==> config.mk <==
export PLATFORM = sky130hd
export DESIGN_NAME = acc_core
export DESIGN_NICKNAME = d
export VERILOG_FILES = /design/src/rtl/acc_core_pkg.sv /design/src/rtl/acc_core.sv
export SDC_FILE = /design/constraint.sdc
export NUM_CORES = 1
export LEC_CHECK = 0
export ABC_AREA = 1
export CAP_MARGIN = 10
export CORE_MARGIN = 8
export CORE_UTILIZATION = 58
export CTS_CLUSTER_SIZE = 30
export DETAILED_ROUTE_END_ITERATION = 8
export MAX_ROUTING_LAYER = met4
export PLACE_DENSITY = 0.95
export SLEW_MARGIN = 25
export SYNTH_ARGS = -nofsm -noshare
export SYNTH_HDL_FRONTEND = slang
export SYNTH_SLANG_ARGS = --single-unit
==> constraint.sdc <==
create_clock -name clk -period 4.6 [get_ports clk]
set_input_delay 0.46 -clock clk [delete_from_list [all_inputs] [get_ports clk]]
set_output_delay 0.46 -clock clk [all_outputs]
set_load 0.01 [all_outputs]
==> src/rtl/acc_core_pkg.sv <==
// Shared definitions for the accumulator micro-sequencer: opcode values and FSM states.
package acc_core_pkg;

    // Opcode values at the default 8-bit opcode width; the core resizes them to OP_W.
    localparam logic [7:0] OP_NOP  = 8'h00;
    localparam logic [7:0] OP_LDI  = 8'h01;
    localparam logic [7:0] OP_ADDI = 8'h02;
    localparam logic [7:0] OP_SUBI = 8'h03;
    localparam logic [7:0] OP_OUT  = 8'h04;
    localparam logic [7:0] OP_JMP  = 8'h05;
    localparam logic [7:0] OP_BNZ  = 8'h06;
    localparam logic [7:0] OP_HALT = '1;

    typedef enum logic [1:0] {
        S_IDLE,
        S_FETCH,
        S_EXEC,
        S_HALT
    } state_t;

endpackage

==> src/rtl/acc_core.sv <==
// Accumulator micro-sequencer: fetches {op, imm} words over a req/valid handshake,
// executes one instruction per EXEC cycle and drives a registered output port.
module acc_core
    import acc_core_pkg::*;
#(
    parameter int ADDR_W = 5,
    parameter int DATA_W = 8,
    parameter int OP_W   = 8
) (
    input  logic                   clk,
    input  logic                   rst,
    input  logic                   run,
    output logic                   imem_req,
    output logic [ADDR_W-1:0]      imem_addr,
    input  logic [OP_W+DATA_W-1:0] imem_rdata,
    input  logic                   imem_valid,
    output logic [DATA_W-1:0]      out,
    output logic                   out_valid,
    output logic                   halted,
    output logic                   illegal,
    output logic [ADDR_W-1:0]      pc
);

    state_t                   state_reg, state_next;
    logic [OP_W+DATA_W-1:0]   instr_reg;
    logic [ADDR_W-1:0]        pc_reg, pc_next;
    logic [DATA_W-1:0]        acc_reg, acc_next;
    logic [DATA_W-1:0]        out_reg, out_next;
    logic                     out_valid_reg, out_valid_next;
    logic                     illegal_reg, illegal_next;

    logic [OP_W-1:0]          op;
    logic [DATA_W-1:0]        imm;
    logic [ADDR_W-1:0]        target;
    logic [ADDR_W-1:0]        pc_inc;

    assign op     = instr_reg[OP_W+DATA_W-1:DATA_W];
    assign imm    = instr_reg[DATA_W-1:0];
    assign pc_inc = pc_reg + 1'b1;   // natural wrap at 2**ADDR_W

    // Jump target: low imm bits, zero-extended when the immediate is narrower than pc.
    generate
        if (DATA_W >= ADDR_W) begin : g_target_trunc
            assign target = imm[ADDR_W-1:0];
        end else begin : g_target_zext
            assign target = {{(ADDR_W-DATA_W){1'b0}}, imm};
        end
    endgenerate

    // State, program counter, accumulator and output registers.
    always_ff @(posedge clk or posedge rst) begin
        if (rst) begin
            state_reg     <= S_IDLE;
            pc_reg        <= '0;
            acc_reg       <= '0;
            out_reg       <= '0;
            out_valid_reg <= 1'b0;
            illegal_reg   <= 1'b0;
        end else begin
            state_reg     <= state_next;
            pc_reg        <= pc_next;
            acc_reg       <= acc_next;
            out_reg       <= out_next;
            out_valid_reg <= out_valid_next;
            illegal_reg   <= illegal_next;
        end
    end

    // Instruction latch: only a word delivered while fetching is captured.
    always_ff @(posedge clk or posedge rst) begin
        if (rst) begin
            instr_reg <= '0;
        end else if (state_reg == S_FETCH && imem_valid) begin
            instr_reg <= imem_rdata;
        end
    end

    // Next-state sequencing and single-cycle instruction execution.
    always_comb begin
        state_next     = state_reg;
        pc_next        = pc_reg;
        acc_next       = acc_reg;
        out_next       = out_reg;
        out_valid_next = 1'b0;
        illegal_next   = illegal_reg;
        case (state_reg)
            S_IDLE: begin
                if (run) state_next = S_FETCH;
            end
            S_FETCH: begin
                if (imem_valid) state_next = S_EXEC;
            end
            S_EXEC: begin
                state_next = run ? S_FETCH : S_IDLE;
                if (op == {OP_W{1'b1}}) begin
                    // HALT keeps pc pointing at itself and overrides run.
                    state_next = S_HALT;
                end else begin
                    pc_next = pc_inc;
                    case (op)
                        OP_W'(OP_NOP):  ;
                        OP_W'(OP_LDI):  acc_next = imm;
                        OP_W'(OP_ADDI): acc_next = acc_reg + imm;
                        OP_W'(OP_SUBI): acc_next = acc_reg - imm;
                        OP_W'(OP_OUT): begin
                            out_next       = acc_reg;
                            out_valid_next = 1'b1;
                        end
                        OP_W'(OP_JMP):  pc_next = target;
                        OP_W'(OP_BNZ):  if (acc_reg != '0) pc_next = target;
                        default:        illegal_next = 1'b1;
                    endcase
                end
            end
            S_HALT: ;
            default: state_next = S_IDLE;
        endcase
    end

    assign imem_req  = (state_reg == S_FETCH);
    assign imem_addr = pc_reg;
    assign pc        = pc_reg;
    assign out       = out_reg;
    assign out_valid = out_valid_reg;
    assign halted    = (state_reg == S_HALT);
    assign illegal   = illegal_reg;

endmodule
Yosys cells after proc, flatten, opt, wreduce, memory -nomap -nowiden
Cells that the tools add are included.
{"block": "totals", "register_bits": 41, "latchBits": 0, "ram_bits": 0, "rom_bits": 0, "input_bits": 20, "elab_cells": 47, "n_memories": 0}
{"block": "op_classes", "add_sub_neg": 3, "mul": 0, "div": 0, "n_lt_le_gt_ge": 0, "n_eq_ne": 12, "shift": 0, "mux": 11, "bitwise": 2, "n_reduce_logical": 12}
{"cell": "== test 8 x 3 -> 1 bit, second input constant", "count": 3}
{"cell": "one-hot mux 8 bit (3 select lines)", "count": 1}
{"cell": "== test 8 x 2 -> 1 bit, second input constant", "count": 2}
{"cell": "AND reduction 3 bit", "count": 4}
{"cell": "one-hot mux 5 bit (2 select lines)", "count": 1}
{"cell": "adder 8 bit", "count": 1}
{"cell": "== test 8 x 1 -> 1 bit, second input constant", "count": 1}
{"cell": "== test 8 bit, second input constant", "count": 1}
{"cell": "zero test 8 bit", "count": 1}
{"cell": "nonzero test 8 bit", "count": 1}
{"cell": "subtractor 8 bit", "count": 1}
{"cell": "OR reduction 7 bit", "count": 1}
{"cell": "two-way mux 2 bit", "count": 3}
{"cell": "one-hot mux 2 bit (3 select lines)", "count": 1}
{"cell": "nonzero test 3 bit", "count": 2}
{"cell": "adder 5 x 1 -> 5 bit, second input constant", "count": 1}
{"cell": "two-way mux 5 bit", "count": 1}
{"cell": "== test 2 bit, second input constant", "count": 2}
{"cell": "two-way mux 1 bit", "count": 4}
{"cell": "== test 2 x 1 -> 1 bit, second input constant", "count": 1}
{"cell": "zero test 2 bit", "count": 1}
{"cell": "!= test 2 x 1 -> 1 bit, second input constant", "count": 1}
{"cell": "!= test 2 bit, second input constant", "count": 1}
{"cell": "inverter 1 bit", "count": 2}
{"cell": "other kinds (2)", "count": 2}

Depth between registers and ports, before layout
Gate-level depths: netlist of run 1.
{"block": "logic_depth", "ltp_word": 4, "depth_mapped": 18, "depth_no_buf": 18}

Least setup slack after synthesis of run 1
Ideal clock, no wire load.
{"block": "synth_timing", "kind": "register to register", "startpoint": "register instr_reg[0]", "endpoint": "register acc_reg[7]", "setup_time_ps": 116, "arrival_ps": 2084, "required_ps": 4484, "setup_slack_ps": 2399, "path_stages_with_launch": 19, "path_buffers": 0, "period_less_slack_ps": 2201, "path_cell_list": "dfrtp_1 inv_1 ha_1 inv_1 nor3_1 inv_1 o31ai_1 xor2_1 ha_1 nand2_1 inv_1 nand2_1 nand2_1 a21oi_1 inv_1 nand2_1 nand3_1 nand2_1 nand2_1"}
{"block": "synth_via", "elab_chain_len": 2, "elab_cells_between_ends": 3}
{"element": "start: declaration", "line_no": "acc_core.sv:25", "rtl": "logic [OP_W+DATA_W-1:0] instr_reg;"}
{"element": "start signal: assignment", "line_no": "acc_core.sv:74", "rtl": "instr_reg <= imem_rdata;"}
{"element": "subtractor 8 bit or adder 8 bit (tied branches)", "line_no": "acc_core.sv:104, acc_core.sv:103"}
{"element": "one-hot mux 8 bit (3 select lines) *", "line_no": "acc_core.sv:100", "rtl": "case (op)"}
{"element": "end signal: assignment", "line_no": "acc_core.sv:62", "rtl": "acc_reg <= acc_next;"}
{"element": "end: declaration", "line_no": "acc_core.sv:27", "rtl": "logic [DATA_W-1:0] acc_reg, acc_next;"}
Mark *: on every way between the ends. The rest lies on a longest branch, timed or not.
A chain may end at the register's enable or synchronous reset.

Worst setup path after layout of run 1
{"block": "layout_timing", "startpoint": "register instr_reg[1]", "endpoint": "register acc_reg[7]"}
Same word-level chain as after synthesis.

==> impl_summary.txt, run 1 <==
----------------------------------------------------
[Synthesis]
  Cells taking the most area after synthesis ... dfrtp_1, nand2_1, inv_1
  Most used standard cells in the synthesized netlist ... nand2_1, inv_1, dfrtp_1
  Synth async-reset ratio ... 100.0%
  Post-synthesis share of cell area spent on and, or, nand and nor gates ... 25.07%
  Fraction of the mapped netlist area in compound gates ... 13.73%
  Number of storage elements in the synthesis netlist ... 41
  Number of synthesized flops with an enable pin ... 0
  Net count of the mapped netlist ... 355
  Proportion of netlist area held by the largest area contributor ... 39.92%
  Most instantiated flip-flop cell in the synthesis netlist ... dfrtp_1
  Gate Count Post-Synth ... 321
  Share of cell area taken by muxes after synthesis ... 0.4382%
  Adder-cell area share of the yosys netlist ... 7.108%
  Share of synthesized area occupied by flip-flops and latches ... 39.92%
  Synth warn ... 0
  Synthesized area per cell ... 8.006 µm²
  Dominant combinational cell family by area after synthesis ... simple AND/OR/NAND/NOR gates
  Area share of xor/xnor cells in the synthesized design ... 3.408%
  Most repeated cell in the gate-level netlist after synthesis ... nand2_1
  Netlist cell types ... 37
  Cell area after synthesis ... 2570 µm²
  Cell type with the largest total area after synthesis ... dfrtp_1

[Finish]
  Share of final-layout standard cells stronger than drive strength 1 ... 11.67%
  Flip-flop count of the largest register, all copies and words added ... 16
  Area occupied by multi-input gates ... 1279 µm²
  Filler cells ... 324
  Flip-flop and latch area ... 1026 µm²
  Layout Utilization ... 71.27%
  Synth-to-Final Area Change ... 19.91%
  Fin nets ... 394
  Final instance count without filler cells ... 412
  Antenna diodes ... 0

[Critical path]
  Slowest library cell on the worst path ... dfrtp_1
  Data arrival time of the critical path ... 2.70 ns
  Reg-to-reg setup timing slack ... 2.09 ns
  Ordered cell list for the critical path ... inv_1 -> ha_1 -> inv_1 -> nor3_1 -> inv_1 -> o31ai_1 -> xor2_1 -> ha_1 -> a21oi_1 -> nand2_1 -> a21oi_1 -> inv_1 -> nand2_1 -> nand3_1 -> nand2_1 -> nand2_1
  Required time at the worst-slack endpoint ... 4.79 ns
  Worst R2R End ... acc_reg[7]
  Endpoint type of the worst setup path ... flip-flop
  Highest fanout seen on the critical path ... 5
  Kind of start point of the critical path ... flip-flop
  Crit Path Category ... flip-flop to flip-flop
  Start of the worst register-to-register path ... instr_reg[1]
  Crit path max-delay family ... compound AO/OA/AOI/OAI gates
  Total buffers and inverters traversed by the critical path ... 4
  Reg2Reg Depth ... 16
  Delay of the slowest cell on the worst path ... 0.39 ns

[Clock tree]
  Count of clock tree sinks ... 41
  Setup Fix Bufs, Post-CTS ... 0
  Clock slew seen by the registers of the worst setup and hold paths ... 0.08 ns
  Buffer cell driving the clock tree root ... clkbuf_8
  CTS tree ... yes
  Number of buffers inserted by hold repair at cts ... 0
  Later-pin clock latency in the skew report ... 0.30 ns
  Bufs on Longest Clock Path ... 2
  H-tree level count ... 2
  CTS-repair resized insts ... 0
  Number of buffers added by the clock tree synthesis step ... 5

[Pwr]
  Switching pwr ... 649.5 µW
  Power Internal ... 895.7 µW
  Worst-case vdd ir drop ... 0.0003499 V
  Combinational cell fraction of total power ... 45.0%
  Proportion of power drawn by the clock network ... 18.6%
  Standby leakage power ... 1.531 nW
  Seq pwr share ... 36.4%
  Power per standard cell area ... 501.4 nW/µm²
  Fraction of power spent switching nets ... 42.03%

[Placed design]
  DP Cell Count ... 405
  PortBufs ... 41
  Post-DP HPWL ... 4511 µm
  Placer's final routability congestion estimate ... 0.9536
  Post-placement setup slack ... 2.125 ns

[Routing]
  Met2 wire len ... 2901 µm
  Drc violations ... 0
  Total vias in the final route ... 2175
  Iter 0 DRT Violations ... 143
  Drt first pass iters ... 4
  Max layer used ... met4
  Antenna Violating Nets Remaining ... 0
  Wire length on met1 ... 2625 µm
  Per-cell routed wire length ... 14.21 µm
  Wire length reported by the detailed router ... 5855 µm
  Average vias per placed instance ... 5.279
  Met3 Wirelength ... 260 µm

[Die]
  I/O pins ... 42
  Floorplan die area ... 6817 µm²
  Core area ... 4324 µm²
  Standard-cell rows ... 24
  Vertical die dimension ... 82.57 µm
  Starting Density ... 59.43%
  Width of the die ... 82.57 µm

[STA]
  Count of endpoints failing setup in the final report ... 0
  Worst-case setup margin in the final layout ... 2.085 ns
  Setup Skew ... 0.006978 ns
  Count of final hold-check violations ... 0
  Slew margin rel. ... 38.20%
  Total Neg Setup Slack ... 0 ns
  Final worst-path cycle share ... 54.67%
  Fin Hold WS ... 0.4812 ns
  Setup repair after global routing missed its margin ... no
  Time the worst path needs with I/O delays and setup ... 2.515 ns
  Final Max Slew Viols ... 0
  Maximum clock frequency ... 397.6 MHz
  Worst-margin pin slew ... 0.9248 ns

[Global routing]
  Vias in the first global route ... 2109
  Overall track demand over capacity in global routing ... 19.58%
  Overall overflow remaining after global route ... 0
  Pin count of the biggest net entering global routing ... 42
  Antenna violations before repair ... 0
  First-pass GRT wire length ... 10110 µm

[Outcome]
  Status ... finished clean

[Run]
  Number of violations of the max-capacitance limit ... 0

[Min path]
  Worst min-delay path startpoint ... out[4]
  Hold Crit Depth ... 2
  Classification of the worst-slack hold path ... flip-flop to flip-flop
  Worst Hold End ... out[4]

----------------------------------------------------
==> cells in the final DEF (no fill, tap or decap), types with 9 or more instances in the layout <==
cell type / synthesis / layout
a21oi_1: 30 / 30
clkdlybuf4s50_1: 0 / 41
dfrtp_1: 41 / 41
ha_1: 13 / 13
inv_1: 45 / 45
nand2_1: 65 / 65
nand3_1: 12 / 12
nor2_1: 30 / 30
o21ai_1: 10 / 10
o21ai_2: 9 / 9
==> metal layers <==
metal  track usage, %  vias to the layer above
met1            23.96                     1017
met4            5.690                        0
met2            31.56                       53
met3            4.545                        9
li1                 -                     1096
met5                -                        -
==> worst max path at each step <==
stage,startpoint,to,depth (start not counted)
6_report,instr_reg[1],acc_reg[7],16
5_1_grt,instr_reg[1],acc_reg[7],18
4_1_cts,instr_reg[1],acc_reg[7],18
3_5_place_dp,instr_reg[1],acc_reg[7],18
3_3_place_gp,instr_reg[1],acc_reg[7],18
2_1_floorplan,instr_reg[0],acc_reg[7],18
==> cells by family after synthesis <==
logic type | Yosys count
buffers and inverters | 60
and+or+nand+nor | 134
xor gates and xnor gates | 10
muxes | 1
adders and majority gates | 14
AOI/OAI and AO/OA | 61
DFF | 41
==> tightest hold or removal path, stage by stage (launching register included) <==
cell and delay [ns]:
dfrtp_1 0.34, nand2_1 0.06, o21ai_2 0.05
==> final cells by class <==
type	instances	area share [%]
flip-flops and latches	41	33.29
repair buffers	42	13.56
clock buffers	5	2.233
multi-input cells	220	41.49
clock inverters	2	1.137
well taps	52	2.111
inverters	50	6.171
==> power groups by stage <==
stage | clock network [mW] | registers, mW | logic (mW)
detailed placement | 0 | 0.564 | 0.691
global placement | 0 | 0.558 | 0.664
finish | 0.287 | 0.563 | 0.696
CTS | 0.290 | 0.561 | 0.696
floorplan | 0 | 0.539 | 0.524
global route | 0.303 | 0.578 | 0.784
==> metrics by stage <==
step	instance area, µm²	total power, mW
2_1_floorplan	2570	1.063
3_3_place_gp	2978	1.223
3_5_place_dp	2978	1.256
4_1_cts	3082	1.546
5_1_grt	3082	1.665
6_report	3082	1.545
(Power assumes the default switching activity.)
==> run 2, diff against run 1 <==
--- a/config.mk
+++ b/config.mk
@@ -8,11 +8,11 @@
 export ABC_AREA = 1
 export CAP_MARGIN = 10
 export CORE_MARGIN = 8
-export CORE_UTILIZATION = 58
+export CORE_UTILIZATION = 54
 export CTS_CLUSTER_SIZE = 30
 export DETAILED_ROUTE_END_ITERATION = 8
 export MAX_ROUTING_LAYER = met4
-export PLACE_DENSITY = 0.95
+export PLACE_DENSITY = 0.9
 export SLEW_MARGIN = 25
 export SYNTH_ARGS = -nofsm -noshare
 export SYNTH_HDL_FRONTEND = slang
==> constraint.sdc (replaced) <==
create_clock -name clk -period 2.5 [get_ports clk]
set_input_delay 0.25 -clock clk [delete_from_list [all_inputs] [get_ports clk]]
set_output_delay 0.25 -clock clk [all_outputs]
set_load 0.01 [all_outputs]
==> run 2 against run 1 <==
Cell area increased by 4.2%. Clock-buffer cell count increased by 1. Maximum frequency increased by 5.9%. Hold slack got worse by 0.11 ns. Worst setup slack got worse by 2.0 ns. Sequential cell count unchanged. Die area increased by 5.9%. Largest power group unchanged.
==> impl_summary.txt, run 2 (synthesis gave the netlist of run 1 again) <==
----------------------------------------------------
[Routing]
  Antenna Violating Nets Remaining ... 0
  Drc violations ... 0
  Iter 0 DRT Violations ... 112
  Wire length reported by the detailed router ... 6357 µm
  Total vias in the final route ... 2275
  Per-cell routed wire length ... 14.89 µm
  Average vias per placed instance ... 5.328
  Drt first pass iters ... 4

[Global routing]
  Antenna violations before repair ... 0
  Pin count of the biggest net entering global routing ... 42
  First-pass GRT wire length ... 10470 µm
  Overall track demand over capacity in global routing ... 18.02%
  Vias in the first global route ... 2292
  Overall overflow remaining after global route ... 0

[Clock tree]
  Number of buffers inserted by hold repair at cts ... 0
  CTS tree ... yes
  Later-pin clock latency in the skew report ... 0.30 ns
  H-tree level count ... 2
  Count of clock tree sinks ... 41
  Clock slew seen by the registers of the worst setup and hold paths ... 0.09 ns
  Buffer cell driving the clock tree root ... clkbuf_8
  Bufs on Longest Clock Path ... 2
  Number of buffers added by the clock tree synthesis step ... 5

[STA]
  Count of final hold-check violations ... 0
  Setup Skew ... 0.004080 ns
  Time the worst path needs with I/O delays and setup ... 2.376 ns
  Final worst-path cycle share ... 95.03%
  Final Max Slew Viols ... 0
  Worst-margin pin slew ... 0.5207 ns
  Maximum clock frequency ... 420.9 MHz
  Worst-case setup margin in the final layout ... 0.1242 ns
  Count of endpoints failing setup in the final report ... 0
  Slew margin rel. ... 65.29%

[Finish]
  Flip-flop count of the largest register, all copies and words added ... 16
  Share of final-layout standard cells stronger than drive strength 1 ... 17.43%
  Area occupied by multi-input gates ... 1314 µm²
  Most common cell after layout, fill and taps aside ... nand2_1
  Fin nets ... 406
  Filler cells ... 360
  Layout Utilization ... 68.89%
  Antenna diodes ... 0
  Flip-flop and latch area ... 1027 µm²
  Most frequent cells in the layout ... nand2_1, inv_1, clkdlybuf4s50_1
  Synth-to-Final Area Change ... 24.93%

[Pwr]
  Worst-case vdd ir drop ... 0.0006078 V
  Standby leakage power ... 1.583 nW
  Power per standard cell area ... 942.8 nW/µm²

[Die]
  Core area ... 4661 µm²
  Starting Density ... 55.14%
  I/O pins ... 42
  Width of the die ... 84.99 µm
  Standard-cell rows ... 25
  Vertical die dimension ... 84.99 µm
  Floorplan die area ... 7222 µm²

[Placed design]
  PortBufs ... 41
  Post-DP HPWL ... 4419 µm
  Post-placement setup slack ... 0.09406 ns
  Placer's final routability congestion estimate ... 0.9662

[Critical path]
  Required time at the worst-slack endpoint ... 2.69 ns
  Delay of the slowest cell on the worst path ... 0.40 ns
  Reg-to-reg setup timing slack ... 0.12 ns
  Ordered cell list for the critical path ... inv_2 -> ha_1 -> inv_1 -> nor3_2 -> inv_1 -> o31ai_2 -> xor2_1 -> ha_1 -> nand2_1 -> inv_1 -> nand2_1 -> nand2_1 -> a21oi_2 -> inv_1 -> nand2_1 -> nand3_1 -> nand2_1 -> nand2_1
  Total buffers and inverters traversed by the critical path ... 5
  Worst R2R End ... acc_reg[7]
  Endpoint type of the worst setup path ... flip-flop
  Data arrival time of the critical path ... 2.57 ns
  Slowest library cell on the worst path ... dfrtp_1
  Start of the worst register-to-register path ... instr_reg[1]
  CP Launch Point ... instr_reg[1]
  Highest fanout seen on the critical path ... 4
  Reg2Reg Depth ... 18
  Kind of start point of the critical path ... flip-flop
  CP dominant cell by count ... nand2_1
  Crit path max-delay family ... simple AND/OR/NAND/NOR gates
  Crit Path Category ... flip-flop to flip-flop

[Min path]
  Classification of the worst-slack hold path ... input pin to asynchronous set/reset pin

[Outcome]
  Status ... finished clean

[Run]
  Number of violations of the max-capacitance limit ... 0

----------------------------------------------------
==> run 2: cell count changes in the layout (fill, tap and decap cells not counted), moves of 3 or more <==
cell,before,now
inv_2,4,8
buf_4,1,12
inv_1,45,41
a21oi_2,1,4
a21oi_1,30,27
==> run 2: how the worst max path moves through the flow <==
stage                      end  slack, ns  depth (start not counted)
finish              acc_reg[7]       0.12                         18
global route        acc_reg[7]      -0.06                         18
CTS                 acc_reg[7]       0.07                         18
detailed placement  acc_reg[7]       0.09                         18
global placement    acc_reg[7]       0.21                         18
floorplan           acc_reg[7]       0.30                         18
==> run 2: final cells by class <==
type	instances	area share, %
clock buffer	6	2.260
tap	54	2.104
clock inverter	2	1.208
timing repair buffer	53	15.59
sequential	41	32.00
multi-input combinational	221	40.92
inverter	50	5.924
==> run 2: worst register-to-register path: cells and delay by family (launching register included) <==
family	cells	cell delay (ns)
AOI/OAI and AO/OA	2	0.38
DFF	1	0.40
adders and majority gates	2	0.45
and+or+nand+nor	8	0.55
xor gates and xnor gates	1	0.20
buffers and inverters	5	0.29
==> run 2: metal layers <==
layer  GRT usage [%]  part of all wire [%]
met1           21.04                    42
met2           30.75                    51
met3           3.958                   5.6
met4           4.207                   1.1
met5               -                     0
==> run 2: per-stage QoR <==
stage          TNS [ns]  area, µm²  power, mW  hold slack [ns]  instances
2_1_floorplan         0       2570      1.955           0.4004        321
5_1_grt        -0.06316       3211      3.245           0.4380        427
4_1_cts               0       3114      2.886           0.3975        418
6_report              0       3211      3.027           0.3757        427
3_3_place_gp          0       3003      2.272           0.4651        410
3_5_place_dp          0       3003      2.319           0.4677        410
==> run 2: repair_timing <==
item	CTS	global route
setup endpoints to repair	0	3
setup buffers	0	8
gates resized for setup	0	14
==> run 2: report_power, final <==
group | switching, mW | internal [mW]
registers | 0.191 | 0.835
clock network | 0.249 | 0.300
logic | 0.843 | 0.609
==> run 3, diff against run 2 <==
--- a/config.mk
+++ b/config.mk
@@ -9,10 +9,11 @@
 export CAP_MARGIN = 10
 export CORE_MARGIN = 8
 export CORE_UTILIZATION = 54
+export CTS_CLUSTER_DIAMETER = 120
 export CTS_CLUSTER_SIZE = 30
 export DETAILED_ROUTE_END_ITERATION = 8
-export MAX_ROUTING_LAYER = met4
 export PLACE_DENSITY = 0.9
+export SKIP_CTS_REPAIR_TIMING = 1
 export SLEW_MARGIN = 25
 export SYNTH_ARGS = -nofsm -noshare
 export SYNTH_HDL_FRONTEND = slang
==> run 3 against run 2 <==
Combinational power is essentially flat. Largest power group unchanged. First-iteration DRC count grew 23%. Register-to-register slack lost 0.08 ns. Cell area grew 0.16%. Clock skew grew 0.0033 ns. Via count shrank 0.62%. Clock power shrank 20%. Sequential power is essentially flat. Die area is the same.
==> impl_summary.txt, run 3 (synthesis gave the netlist of run 1 again) <==
----------------------------------------------------
[STA]
  Final Max Slew Viols ... 0
  Count of final hold-check violations ... 0
  Time the worst path needs with I/O delays and setup ... 2.459 ns
  Setup Skew ... 0.007341 ns
  Setup repair after global routing missed its margin ... yes
  Maximum clock frequency ... 406.6 MHz
  Final worst-path cycle share ... 98.37%
  Worst-margin pin slew ... 0.5223 ns
  Count of endpoints failing setup in the final report ... 0
  Slew margin rel. ... 65.18%

[Clock tree]
  Buffer cell driving the clock tree root ... clkbuf_8
  Bufs on Longest Clock Path ... 2
  CTS tree ... yes
  Clock slew seen by the registers of the worst setup and hold paths ... 0.08 ns
  H-tree level count ... 2
  Later-pin clock latency in the skew report ... 0.30 ns
  Number of buffers added by the clock tree synthesis step ... 5
  Count of clock tree sinks ... 41

[Finish]
  Flip-flop count of the largest register, all copies and words added ... 16
  Filler cells ... 354
  Area occupied by multi-input gates ... 1338 µm²
  Share of final-layout standard cells stronger than drive strength 1 ... 19.30%
  Synth-to-Final Area Change ... 25.12%
  Most frequent cells in the layout ... nand2_1, inv_1, dfrtp_1, clkdlybuf4s50_1, nor2_1
  Final instance count without filler cells ... 427
  Antenna diodes ... 0
  Most common cell after layout, fill and taps aside ... nand2_1
  Fin nets ... 406
  Flip-flop and latch area ... 1026 µm²

[Pwr]
  Power Internal ... 1.652 mW
  PnR Total Power ... 2.926 mW
  Standby leakage power ... 1.580 nW
  Switching pwr ... 1.274 mW
  Combinational cell fraction of total power ... 50.2%
  Proportion of power drawn by the clock network ... 15.0%
  Power per standard cell area ... 910.0 nW/µm²
  Seq pwr share ... 34.8%
  Fraction of power spent switching nets ... 43.53%
  Worst-case vdd ir drop ... 0.0005931 V

[Global routing]
  Antenna violations before repair ... 0
  Vias in the first global route ... 2169
  Overall track demand over capacity in global routing ... 16.74%
  First-pass GRT wire length ... 9915 µm
  Overall overflow remaining after global route ... 0
  Pin count of the biggest net entering global routing ... 42

[Outcome]
  Status ... finished clean

[Placed design]
  PortBufs ... 41
  Placer's final routability congestion estimate ... 0.9545
  Post-DP HPWL ... 4438 µm
  DP Cell Count ... 410

[Min path]
  Classification of the worst-slack hold path ... input pin to asynchronous set/reset pin

[Critical path]
  Start of the worst register-to-register path ... instr_reg[0]
  Endpoint type of the worst setup path ... flip-flop
  Required time at the worst-slack endpoint ... 2.70 ns
  Data arrival time of the critical path ... 2.66 ns
  Kind of start point of the critical path ... flip-flop
  Highest fanout seen on the critical path ... 4
  Crit Path Category ... flip-flop to flip-flop
  CP Launch Point ... instr_reg[0]

[Routing]
  Wire length on met1 ... 2646 µm
  Average vias per placed instance ... 5.295
  Met3 Wirelength ... 381 µm
  Met2 wire len ... 2947 µm
  Antenna Violating Nets Remaining ... 0
  Max layer used ... met4
  Total vias in the final route ... 2261
  Iter 0 DRT Violations ... 138
  Per-cell routed wire length ... 14.38 µm
  Drt first pass iters ... 4
  Wire length reported by the detailed router ... 6140 µm
  Drc violations ... 0

[Die]
  Core area ... 4661 µm²
  Starting Density ... 55.14%
  I/O pins ... 42
  Standard-cell rows ... 25
  Width of the die ... 84.99 µm
  Floorplan die area ... 7222 µm²
  Vertical die dimension ... 84.99 µm

[Run]
  Number of violations of the max-capacitance limit ... 0

----------------------------------------------------
run 3: path summary, 6_finish.rpt:
| path | endpoint | cells after the start | slack (ns) |
|---|---|---|---|
| setup / recovery | acc_reg[7] | 18 | 0.04 |
| hold / removal | out[5] | 3 | 0.36 |
| setup reg to reg | acc_reg[7] | 18 | 0.04 |
| hold reg to reg | out[7] | 2 | 0.49 |
| max in group asynchronous | acc_reg[0] | 3 | 1.76 |
| min in group clk | out[7] | 2 | 0.49 |
run 3: layout make-up:
cell class / instances / share of cell area (%)
Clock buffer: 5 / 2.140
Clock inverter: 3 / 0.5447
Inverter: 50 / 5.914
Multi-Input combinational cell: 220 / 41.60
Sequential cell: 41 / 31.91
Tap cell: 54 / 2.101
Timing Repair Buffer: 54 / 15.80
run 3: power groups by stage:
stage,combinational (mW),sequential (mW),clock [mW]
final,1.47,1.02,0.438
after global routing,1.64,1.05,0.473
after CTS,1.32,1.00,0.450
after detailed placement,1.31,1.02,0
after global placement,1.26,1.01,0
after floorplan,0.963,0.992,0
run 3: metal layers:
metal  vias to the layer above  track usage [%]
li1                       1124                -
met1                      1048            20.64
met2                        71            26.78
met3                        18            4.730
met4                         0            6.796
met5                         -                0
run 3: critical path, cell delays in order, from the launching register on:
cell	delay [ns]
dfrtp_1	0.42
inv_2	0.11
ha_4	0.13
inv_2	0.03
nor3_2	0.16
inv_1	0.08
o31ai_2	0.24
xor2_1	0.17
ha_1	0.31
nand2_2	0.11
inv_2	0.04
nand2_2	0.06
nand2_2	0.05
a21oi_2	0.12
inv_1	0.06
nand2_2	0.07
nand3_2	0.07
nand2_1	0.08
nand2_1	0.05
run 3: stage by stage:
stage	hold WS [ns]	worst slack [ns]	utilization [%]	cell area (µm²)	TNS [ns]
global route	0.4491	-0.1098	68.99	3216	-0.1329
detailed placement	0.4683	0.09169	64.43	3003	0
floorplan	0.4004	0.2991	-	2570	0
global placement	0.4645	0.2145	64.43	3003	0
finish	0.3640	0.04073	68.99	3216	0
CTS	0.3833	0.03965	66.28	3089	0
